**config.mk**
```make
export PLATFORM = sky130hd
export DESIGN_NAME = i2c_cfg_sequencer
export DESIGN_NICKNAME = d
export VERILOG_FILES = /design/src/rtl/i2c_cfg_sequencer.sv
export SDC_FILE = /design/constraint.sdc
export NUM_CORES = 1
export LEC_CHECK = 0
export CORE_ASPECT_RATIO = 1.75
export CORE_UTILIZATION = 47
export DETAILED_ROUTE_END_ITERATION = 6
export PLACE_DENSITY = 0.76
export SETUP_SLACK_MARGIN = 0.05
export SLEW_MARGIN = 5
export SYNTH_ARGS = -nofsm -noshare
export SYNTH_HDL_FRONTEND = slang
export SYNTH_SLANG_ARGS = --single-unit
export TNS_END_PERCENT = 1
```
**constraint.sdc**
```tcl
create_clock -name clk_i -period 1.9 [get_ports clk_i]
set_clock_uncertainty 0.15 [all_clocks]
set_input_delay 0.19 -clock clk_i [delete_from_list [all_inputs] [get_ports clk_i]]
set_output_delay 0.19 -clock clk_i [all_outputs]
set_load 0.02 [all_outputs]
```
**src/rtl/i2c_cfg_sequencer.sv**
```systemverilog
// ---------------------------------------------------------------------------
// i2c_cfg_sequencer
//
// Power-up configuration sequencer for board I2C peripherals (e.g. the TMDS
// retimer). After an initial delay it walks a table of register writes and
// hands each one to a byte-level I2C master over a valid/ready command
// channel. NACKed writes are retried after a back-off gap. The sequencer ends
// in a done or error state, and a start pulse re-runs the table.
//
// Optional feature macro: I2C_CFG_READBACK_EN
//   When defined, every acknowledged write is followed by a read of the same
//   register. A read NACK or a data mismatch counts as a failed attempt, and
//   the retry restarts from the write.
//
// Ports:
//   clk_i        system clock
//   rst_ni       asynchronous active-low reset
//   start_i      one-cycle pulse; re-runs the table from DONE/FAIL
//   tbl_idx_o    table index presented to the external table
//   tbl_entry_i  {reg[15:8], data[7:0]}, combinational read of tbl_idx_o
//   cmd_valid_o  command valid
//   cmd_ready_i  master accepts the command
//   cmd_dev_o    7-bit slave address (DEV_ADDR while cmd_valid_o is high)
//   cmd_rd_o     1 = register read, 0 = register write
//   cmd_reg_o    register address
//   cmd_wdata_o  write data
//   rsp_valid_i  one-cycle response strobe
//   rsp_nack_i   NACK flag, qualified by rsp_valid_i
//   rsp_rdata_i  read data, qualified by rsp_valid_i
//   busy_o       sequence in progress
//   done_o       all entries written (level)
//   error_o      an entry failed after all retries (level)
//   err_idx_o    index of the failing entry
//
// State       | meaning
// ------------+--------------------------------------------------------------
// ST_DELAY    | post-reset wait of INIT_DELAY cycles
// ST_IDLE     | parked, waiting for start_i (not entered in this variant)
// ST_FETCH    | latch table entry at the current index
// ST_ISSUE    | write command presented, waiting for cmd_ready_i
// ST_WAIT_RSP | waiting for the write response
// ST_BACKOFF  | idle gap after a failed attempt before re-issuing the write
// ST_DONE     | all entries acknowledged
// ST_FAIL     | an entry exhausted its retries
// ST_ISSUE_RD | readback command presented (readback build only)
// ST_WAIT_RD  | waiting for the readback response (readback build only)
// ---------------------------------------------------------------------------
module i2c_cfg_sequencer #(
    parameter int unsigned  NUM_ENTRIES = 4,
    parameter logic [6:0]   DEV_ADDR    = 7'h5D,
    parameter int unsigned  INIT_DELAY  = 5_000_000,
    parameter int unsigned  MAX_RETRY   = 3,
    parameter int unsigned  RETRY_GAP   = 4000,
    localparam int unsigned IW = (NUM_ENTRIES > 1) ? $clog2(NUM_ENTRIES) : 1
) (
    input  logic          clk_i,
    input  logic          rst_ni,
    input  logic          start_i,
    output logic [IW-1:0] tbl_idx_o,
    input  logic [15:0]   tbl_entry_i,
    output logic          cmd_valid_o,
    input  logic          cmd_ready_i,
    output logic [6:0]    cmd_dev_o,
    output logic          cmd_rd_o,
    output logic [7:0]    cmd_reg_o,
    output logic [7:0]    cmd_wdata_o,
    input  logic          rsp_valid_i,
    input  logic          rsp_nack_i,
    input  logic [7:0]    rsp_rdata_i,
    output logic          busy_o,
    output logic          done_o,
    output logic          error_o,
    output logic [IW-1:0] err_idx_o
);

    localparam int unsigned DW = (INIT_DELAY > 1) ? $clog2(INIT_DELAY) : 1;
    localparam int unsigned RW = (MAX_RETRY > 0) ? $clog2(MAX_RETRY + 1) : 1;
    localparam int unsigned GW = (RETRY_GAP > 0) ? $clog2(RETRY_GAP + 1) : 1;

    typedef enum logic [3:0] {
        ST_DELAY,
        ST_IDLE,
        ST_FETCH,
        ST_ISSUE,
        ST_WAIT_RSP,
        ST_BACKOFF,
        ST_DONE,
        ST_FAIL
`ifdef I2C_CFG_READBACK_EN
        ,
        ST_ISSUE_RD,
        ST_WAIT_RD
`endif
    } state_t;

    state_t        r_state;
    logic [DW-1:0] r_dly_cnt;
    logic [GW-1:0] r_gap_cnt;
    logic [RW-1:0] r_retry;
    logic [IW-1:0] r_idx;
    logic [IW-1:0] r_err_idx;
    logic          r_cmd_valid;
    logic [7:0]    r_cmd_reg;
    logic [7:0]    r_cmd_wdata;
    logic          r_busy;
    logic          r_done;
    logic          r_error;

    logic          w_last;
    logic          w_can_retry;
    logic          w_dly_tc;

    assign w_last      = (r_idx == IW'(NUM_ENTRIES - 1));
    assign w_can_retry = (r_retry < RW'(MAX_RETRY));
    assign w_dly_tc    = (INIT_DELAY <= 1) || (r_dly_cnt == DW'(INIT_DELAY - 1));

`ifdef I2C_CFG_READBACK_EN
    logic          r_cmd_rd;
    logic [7:0]    r_exp;
    logic          w_rd_ok;

    // Written data is kept in r_exp because cmd_wdata_o is zeroed for reads
    // and must be restored when the write is retried.
    assign w_rd_ok  = !rsp_nack_i && (rsp_rdata_i == r_exp);
    assign cmd_rd_o = r_cmd_rd;
`else
    logic          w_unused_rdata;

    assign w_unused_rdata = ^rsp_rdata_i;
    assign cmd_rd_o       = 1'b0;
`endif

    always_ff @(posedge clk_i or negedge rst_ni) begin
        if (!rst_ni) begin
            r_state     <= ST_DELAY;
            r_dly_cnt   <= '0;
            r_gap_cnt   <= '0;
            r_retry     <= '0;
            r_idx       <= '0;
            r_err_idx   <= '0;
            r_cmd_valid <= 1'b0;
            r_cmd_reg   <= '0;
            r_cmd_wdata <= '0;
            r_busy      <= 1'b0;
            r_done      <= 1'b0;
            r_error     <= 1'b0;
`ifdef I2C_CFG_READBACK_EN
            r_cmd_rd    <= 1'b0;
            r_exp       <= '0;
`endif
        end else begin
            case (r_state)
                ST_DELAY: begin
                    r_busy <= 1'b1;
                    if (w_dly_tc) begin
                        r_idx   <= '0;
                        r_state <= ST_FETCH;
                    end else begin
                        r_dly_cnt <= r_dly_cnt + 1'b1;
                    end
                end

                ST_IDLE, ST_DONE, ST_FAIL: begin
                    if (start_i) begin
                        r_done    <= 1'b0;
                        r_error   <= 1'b0;
                        r_err_idx <= '0;
                        r_idx     <= '0;
                        r_retry   <= '0;
                        r_busy    <= 1'b1;
                        r_state   <= ST_FETCH;
                    end
                end

                ST_FETCH: begin
                    r_cmd_reg   <= tbl_entry_i[15:8];
                    r_cmd_wdata <= tbl_entry_i[7:0];
                    r_cmd_valid <= 1'b1;
`ifdef I2C_CFG_READBACK_EN
                    r_exp       <= tbl_entry_i[7:0];
                    r_cmd_rd    <= 1'b0;
`endif
                    r_state     <= ST_ISSUE;
                end

                ST_ISSUE: begin
                    if (cmd_ready_i) begin
                        r_cmd_valid <= 1'b0;
                        r_state     <= ST_WAIT_RSP;
                    end
                end

                ST_WAIT_RSP: begin
                    if (rsp_valid_i) begin
                        if (!rsp_nack_i) begin
`ifdef I2C_CFG_READBACK_EN
                            r_cmd_rd    <= 1'b1;
                            r_cmd_wdata <= '0;
                            r_cmd_valid <= 1'b1;
                            r_state     <= ST_ISSUE_RD;
`else
                            r_retry <= '0;
                            if (w_last) begin
                                r_done  <= 1'b1;
                                r_busy  <= 1'b0;
                                r_state <= ST_DONE;
                            end else begin
                                r_idx   <= r_idx + 1'b1;
                                r_state <= ST_FETCH;
                            end
`endif
                        end else if (w_can_retry) begin
                            r_retry   <= r_retry + 1'b1;
                            r_gap_cnt <= GW'(RETRY_GAP);
                            r_state   <= ST_BACKOFF;
                        end else begin
                            r_error   <= 1'b1;
                            r_err_idx <= r_idx;
                            r_busy    <= 1'b0;
                            r_state   <= ST_FAIL;
                        end
                    end
                end

`ifdef I2C_CFG_READBACK_EN
                ST_ISSUE_RD: begin
                    if (cmd_ready_i) begin
                        r_cmd_valid <= 1'b0;
                        r_state     <= ST_WAIT_RD;
                    end
                end

                ST_WAIT_RD: begin
                    if (rsp_valid_i) begin
                        if (w_rd_ok) begin
                            r_retry <= '0;
                            if (w_last) begin
                                r_done  <= 1'b1;
                                r_busy  <= 1'b0;
                                r_state <= ST_DONE;
                            end else begin
                                r_idx   <= r_idx + 1'b1;
                                r_state <= ST_FETCH;
                            end
                        end else if (w_can_retry) begin
                            r_retry   <= r_retry + 1'b1;
                            r_gap_cnt <= GW'(RETRY_GAP);
                            r_state   <= ST_BACKOFF;
                        end else begin
                            r_error   <= 1'b1;
                            r_err_idx <= r_idx;
                            r_busy    <= 1'b0;
                            r_state   <= ST_FAIL;
                        end
                    end
                end
`endif

                ST_BACKOFF: begin
                    // Re-issue from the latched command; the table is not
                    // re-read so a changing table cannot alter a retry.
                    if (r_gap_cnt == '0) begin
                        r_cmd_valid <= 1'b1;
`ifdef I2C_CFG_READBACK_EN
                        r_cmd_rd    <= 1'b0;
                        r_cmd_wdata <= r_exp;
`endif
                        r_state     <= ST_ISSUE;
                    end else begin
                        r_gap_cnt <= r_gap_cnt - 1'b1;
                    end
                end

                default: begin
                    r_cmd_valid <= 1'b0;
                    r_state     <= ST_DELAY;
                end
            endcase
        end
    end

    assign tbl_idx_o   = r_idx;
    assign cmd_valid_o = r_cmd_valid;
    assign cmd_dev_o   = r_cmd_valid ? DEV_ADDR : 7'h00;
    assign cmd_reg_o   = r_cmd_reg;
    assign cmd_wdata_o = r_cmd_wdata;
    assign busy_o      = r_busy;
    assign done_o      = r_done;
    assign error_o     = r_error;
    assign err_idx_o   = r_err_idx;

endmodule
```
==> metrics.txt, run 1 <==
status=complete, but fails checks; failing checks=negative setup slack; P_sw=0.5983 mW; share of layout cells above drive strength 1=29.46%; Setup Fix Bufs, Post-CTS=0; power share of the clock group=52.5%; crit path time final=2.032 ns; commonest cells after routing, fill and taps aside=dfrtp_1, clkdlybuf4s50_1, buf_4, mux2_2; Bufs on Longest Clock Path=2; Worst Path Required=1.97 ns; H-tree depth=3; Finished Layout Cells=486; Root Buffer=clkbuf_16; Max Cap Viol=0; number of global-route vias before repair=2734; Seq pwr share=44.2%; Primary FF master, synth=dfrtp_1; row count=39; clock latency on the worst-skew pair=0.33 ns; Critical Path AT=2.10 ns; Die Area=0.007326 mm^2; setup TNS=-1.141 ns; initial cell density of the core=49.40%; Initial DRC Count=111; DP HPWL=5562 um; CTS clock-pin slew for the worst setup and hold paths=0.05 ns; Power Internal=2.501 mW; Total GRT Usage=22.76%; final worst slack=-0.1323 ns; Gate power share=3.3%; post-route clock period utilization=107.0%; HP Class=input port to asynchronous set/reset pin; DR DRC count=0; synthesized area per cell=10.89 um^2; static leakage=2.033 nW; Setup violations, final=17; Total Power=3.100 mW; FMAX=0.4921 GHz; antenna cells=0; Final Wtd Congestion=0.9048; Final ANT Viol Nets=0; cells after synthesis=301; gr ovfl total=0; crit end category=flop; WL final=7828 um; DIE HEIGHT=112.5 um; vias per cell=5.562; final hold violation count=0; Peak VDD IR=0.6787 mV; power density cells=671.5 mW/mm^2; DR WL/cell=16.11 um; # IOs=62; first-pass GRT wire length=12420 um; Mapped Area=0.003278 mm^2; Critical Path Source Type=flop; final instance area=0.004616 mm^2; number of max-slew violations in the final report=0; Slew HR=66.62%; Sw Share=19.30%; DR vias=2703; hold slack=0.2149 ns; largest net degree at the start of global routing=25; RSZ-0062 raised after global routing=true; DP Worst Slack=-0.2405 ns; placed cell count=469; Die W=65.13 um; P&R area growth vs syn=40.80%; FFs w/ async S/R, synth=100.0%; CP Launch Point=r_gap_cnt[2]; Max FO, Critical Path=7; Reg-to-Reg Start=r_gap_cnt[2]; first-pass iteration count of the detailed router=4; #FFs+latches synth=64; Seq/Total Area, Yosys=48.85%; TritonCTS clock tree=yes; Worst Tran Pin Value=0.5007 ns; Sink Count=64; Yosys cell types=57; Placement Cell Area=0.004146 mm^2; antenna violations before repair=0; PortBufs=50; Ys Warns=0; critical path type=flop to flop; nets@finish=434; commonest non-fill, non-tap cell in the layout=dfrtp_1; EDFF count, synth=0; reg2reg path depth=6; utilization after layout=69.55%; core area=0.006636 mm^2; TritonCTS Buffers=9
-- Yosys cell counts (2+ instances only) --
library cell / n / area, um^2
buf_4: 8 / 60.06
nor2_1: 17 / 63.81
buf_6: 2 / 22.52
o21ai_0: 15 / 75.07
nand2_1: 17 / 63.81
buf_2: 2 / 10.01
xnor2_1: 17 / 148.9
nand3_1: 17 / 85.08
and3_1: 6 / 37.54
mux2_4: 3 / 45.04
ha_1: 5 / 62.56
nand4_1: 7 / 43.79
nor3b_1: 3 / 22.52
a31oi_1: 3 / 18.77
xor2_1: 7 / 61.31
mux2_2: 18 / 202.7
and2_1: 5 / 31.28
nor3_1: 9 / 45.04
nand4b_1: 3 / 26.28
a41oi_1: 3 / 26.28
or4b_2: 2 / 20.02
clkbuf_1: 3 / 11.26
dfrtp_1: 64 / 1602
or3b_2: 2 / 17.52
mux2i_1: 2 / 20.02
nor4_1: 8 / 50.05
nand2b_1: 2 / 12.51
inv_1: 7 / 26.28
nor2b_1: 2 / 12.51
a31o_2: 2 / 17.52
and4_1: 2 / 17.52
or3_1: 2 / 12.51
o31ai_1: 2 / 15.01
a21oi_1: 11 / 55.05
-- cell families (layout without fill, tap and decap cells) --
kind of cell	Yosys count	after routing	synth area share (%)
AO/OA/AOI/OAI	45	45	9.046
multiplexers	23	23	8.168
AND/OR/NAND/NOR	115	115	20.65
buffers and inverters	24	125	4.847
XOR/XNOR	24	24	6.412
other	1	3	0.1144
adder cells (fa/ha/maj)	5	5	1.908
flip-flops	64	64	48.86
-- power by group through the flow --
stage / Clock, mW / Combinational, mW / Sequential, mW
5_1_grt: 1.72 / 0.113 / 1.37
6_report: 1.63 / 0.102 / 1.37
2_1_floorplan: 0 / 0.0186 / 1.39
3_5_place_dp: 0 / 0.100 / 1.39
4_1_cts: 1.68 / 0.103 / 1.37
3_3_place_gp: 0 / 0.0997 / 1.39
-- layout make-up --
class,count,area [um^2]
fillers,537,2021
multi-input cells,215,1649
flip-flops and latches,64,1604
repair buffers,102,933.4
clock buffers,13,260.3
well taps,82,102.6
clock inverters,3,40.04
inverters,7,26.28
-- critical path: stages (launching register included) --
cell and delay (ns):
dfrtp_1 0.38, or4_4 0.58, o41ai_4 0.36, buf_4 0.20, nor4_1 0.06, xnor2_1 0.12
nand2_1 0.07
-- registers in the layout, summed over array words and instances, names as in the netlist, 2 cells and up --
register,flops
r_state,3
err_idx_o,2
tbl_idx_o,2
r_retry,2
cmd_wdata_o,8
cmd_reg_o,8
r_dly_cnt,23
r_gap_cnt,12
-- final timing paths --
path / end / slack (ns)
max: r_gap_cnt[5] / -0.13
min in group clk_i: cmd_reg_o[1] / 0.32
max in group asynchronous: cmd_reg_o[1] / 0.74
min: busy_o / 0.21
max reg2reg: r_gap_cnt[5] / -0.13
min reg2reg: r_dly_cnt[22] / 0.33
-- timing repair --
action	in CTS	in global routing
endpoints found under the hold margin	19	0
gates cloned	0	0
setup endpoints to repair	32	60
pin swaps	4	8
hold buffers	1	0
resized for setup	12	27
-- metal layers --
metal  global-route usage (%)  wire length, um  part of all wire (%)
met1                    22.60             2909                    37
met2                    42.22             4441                    57
met3                    5.793              281                   3.6
met4                    11.16              196                   2.5
met5                        0                0                     0
Note: power is estimated with default switching activity, not from simulation.
==> inputs of run 2 (changes only) <==
--- a/config.mk
+++ b/config.mk
@@ -5,10 +5,12 @@
 export SDC_FILE = /design/constraint.sdc
 export NUM_CORES = 1
 export LEC_CHECK = 0
+export CELL_PAD_IN_SITES_DETAIL_PLACEMENT = 1
+export CELL_PAD_IN_SITES_GLOBAL_PLACEMENT = 1
 export CORE_ASPECT_RATIO = 1.75
-export CORE_UTILIZATION = 47
+export CORE_UTILIZATION = 37
 export DETAILED_ROUTE_END_ITERATION = 6
-export PLACE_DENSITY = 0.76
+export PLACE_DENSITY_LB_ADDON = 0.1
 export SETUP_SLACK_MARGIN = 0.05
 export SLEW_MARGIN = 5
 export SYNTH_ARGS = -nofsm -noshare
==> metrics.txt, run 2 (same netlist as run 1, synthesis figures left out) <==
antenna violations before repair=0 (unchanged); Critical Path AT=2.08 ns (was 2.10 ns); Die W=73.16 um (was 65.13 um); Max Cap Viol=0 (unchanged); core area=0.008615 mm^2 (was 0.006636 mm^2); Sink Count=64 (unchanged); DR DRC count=0 (unchanged); CTS clock-pin slew for the worst setup and hold paths=0.05 ns (about the same); Critical Path Source Type=flop (unchanged); TritonCTS clock tree=yes (unchanged); vias per cell=5.135 (was 5.562); CP max stage delay=0.58 ns (about the same); # IOs=62 (unchanged); clock latency on the worst-skew pair=0.33 ns (about the same); crit end category=flop (unchanged); status=complete, but fails checks (unchanged); Total GRT Usage=21.69% (was 22.76%); delay-heaviest family, CP=simple AND/OR/NAND/NOR gates (unchanged); Max FO, Critical Path=8 (was 7); largest net degree at the start of global routing=65 (was 25); CP Launch Point=r_gap_cnt[3] (was r_gap_cnt[2]); Setup violations, final=16 (was 17); Peak VDD IR=0.5664 mV (was 0.6787 mV); initial cell density of the core=38.05% (was 49.40%); number of global-route vias before repair=2986 (was 2734); Final Wtd Congestion=0.8016 (was 0.9048); RSZ-0062 raised after global routing=true (unchanged); static leakage=2.098 nW (was 2.033 nW); setup TNS=-0.9049 ns (was -1.141 ns); first-pass iteration count of the detailed router=4 (unchanged); Worst Path Required=1.97 ns (about the same); commonest cells after routing, fill and taps aside=dfrtp_1, buf_4, clkdlybuf4s50_1, mux2_2 (was dfrtp_1, clkdlybuf4s50_1, buf_4, mux2_2); largest register by flop count=r_dly_cnt (unchanged); critical path type=flop to flop (unchanged); Bufs on Longest Clock Path=2 (unchanged); slowest CP cell=or4_4 (unchanged); Initial DRC Count=85 (was 111); FMAX=0.4960 GHz (was 0.4921 GHz); Reg-to-Reg Start=r_gap_cnt[3] (was r_gap_cnt[2]); TritonCTS Buffers=9 (unchanged); HP Class=input port to asynchronous set/reset pin (unchanged); biggest regs=r_dly_cnt: 23 flops, r_gap_cnt: 12 flops (unchanged); PortBufs=50 (unchanged); Buf+Inv Stages, Crit Path=1 (unchanged); H-tree depth=3 (unchanged); DP HPWL=6598 um (was 5562 um); gr ovfl total=0 (unchanged); row count=45 (was 39); power density cells=622.4 mW/mm^2 (was 671.5 mW/mm^2); nets@finish=451 (was 434); Final ANT Viol Nets=0 (unchanged); WL final=9157 um (was 7828 um); DP Worst Slack=-0.2446 ns (was -0.2405 ns); share of layout cells above drive strength 1=31.82% (was 29.46%); commonest non-fill, non-tap cell in the layout=dfrtp_1 (unchanged); antenna cells=0 (unchanged); Largest register FFs=23 (unchanged); final worst slack=-0.1163 ns (was -0.1323 ns); DR WL/cell=17.12 um (was 16.11 um); P&R area growth vs syn=44.69% (was 40.80%); failing checks=negative setup slack (unchanged); final hold violation count=0 (unchanged); first-pass GRT wire length=14980 um (was 12420 um); crit path time final=2.016 ns (was 2.032 ns); post-route clock period utilization=106.1% (was 107.0%); number of max-slew violations in the final report=0 (unchanged); Root Buffer=clkbuf_16 (unchanged); DIE HEIGHT=126.5 um (was 112.5 um); worst-path cell chain=or4_4 > o41ai_4 > buf_6 > nor4_1 > xnor2_1 > nand2_1 (was or4_4 > o41ai_4 > buf_4 > nor4_1 > xnor2_1 > nand2_1); Die Area=0.009256 mm^2 (was 0.007326 mm^2); DR vias=2747 (was 2703)
==> run 2: worst paths after layout <==
| path | to | slack, ns | cells after the start |
|---|---|---|---|
| max | r_gap_cnt[5] | -0.12 | 6 |
| max reg2reg | r_gap_cnt[5] | -0.12 | 6 |
| min | r_gap_cnt[5] | 0.26 | 3 |
| min in group clk_i | cmd_reg_o[2] | 0.32 | 2 |
| max in group asynchronous | r_state[0] | 1.04 | 3 |
| min reg2reg | r_dly_cnt[19] | 0.34 | 1 |
==> run 2: final cells by class <==
class	count	area [um^2]
flip-flops and latches	64	1604
clock buffers	12	256.5
clock inverters	1	5.005
inverters	7	26.28
well taps	117	146.4
multi-input cells	215	1642
repair buffers	119	1064
fillers	933	3871
==> run 2: tightest hold or removal path, delay by kind of cell <==
kind / cells / cell delay (ns)
buffers and inverters: 3 / 0.94
==> run 2: report_power, final <==
group,total (mW),internal (mW),switching (mW),leakage (nW)
clock network,1.48,0.928,0.552,0.130
logic,0.104,0.0534,0.0507,1.17
registers,1.37,1.37,0.00123,0.796
total,2.95,2.35,0.604,2.10
==> run 2: timing repair <==
| item | in CTS | in global routing |
|---|---|---|
| endpoints found under the setup margin | 37 | 45 |
| hold endpoints to repair | 64 | 0 |
| buffers inserted | 1 | 4 |
| gates resized for setup | 21 | 19 |
| hold buffers | 1 | 0 |
| pin swaps | 5 | 8 |
==> run 2: stage by stage <==
step	instances	cell area [um^2]	power [mW]	hold WS, ns	utilization, %
floorplan	303	3286	1.412	-0.2556	-
global placement	516	4280	1.493	0.09007	49.69
detailed placement	516	4280	1.494	0.08812	49.69
CTS	531	4648	2.995	0.2809	53.96
global route	535	4743	3.058	0.3021	55.06
finish	535	4743	2.952	0.2602	55.06
==> run 2: routing by layer <==
metal	global-route usage (%)	vias to the layer above	wire [um]
met4	7.612	0	141
met1	23.16	1421	3389
met5	0	-	0
met2	41.07	13	5510
li1	-	1302	-
met3	3.813	11	116
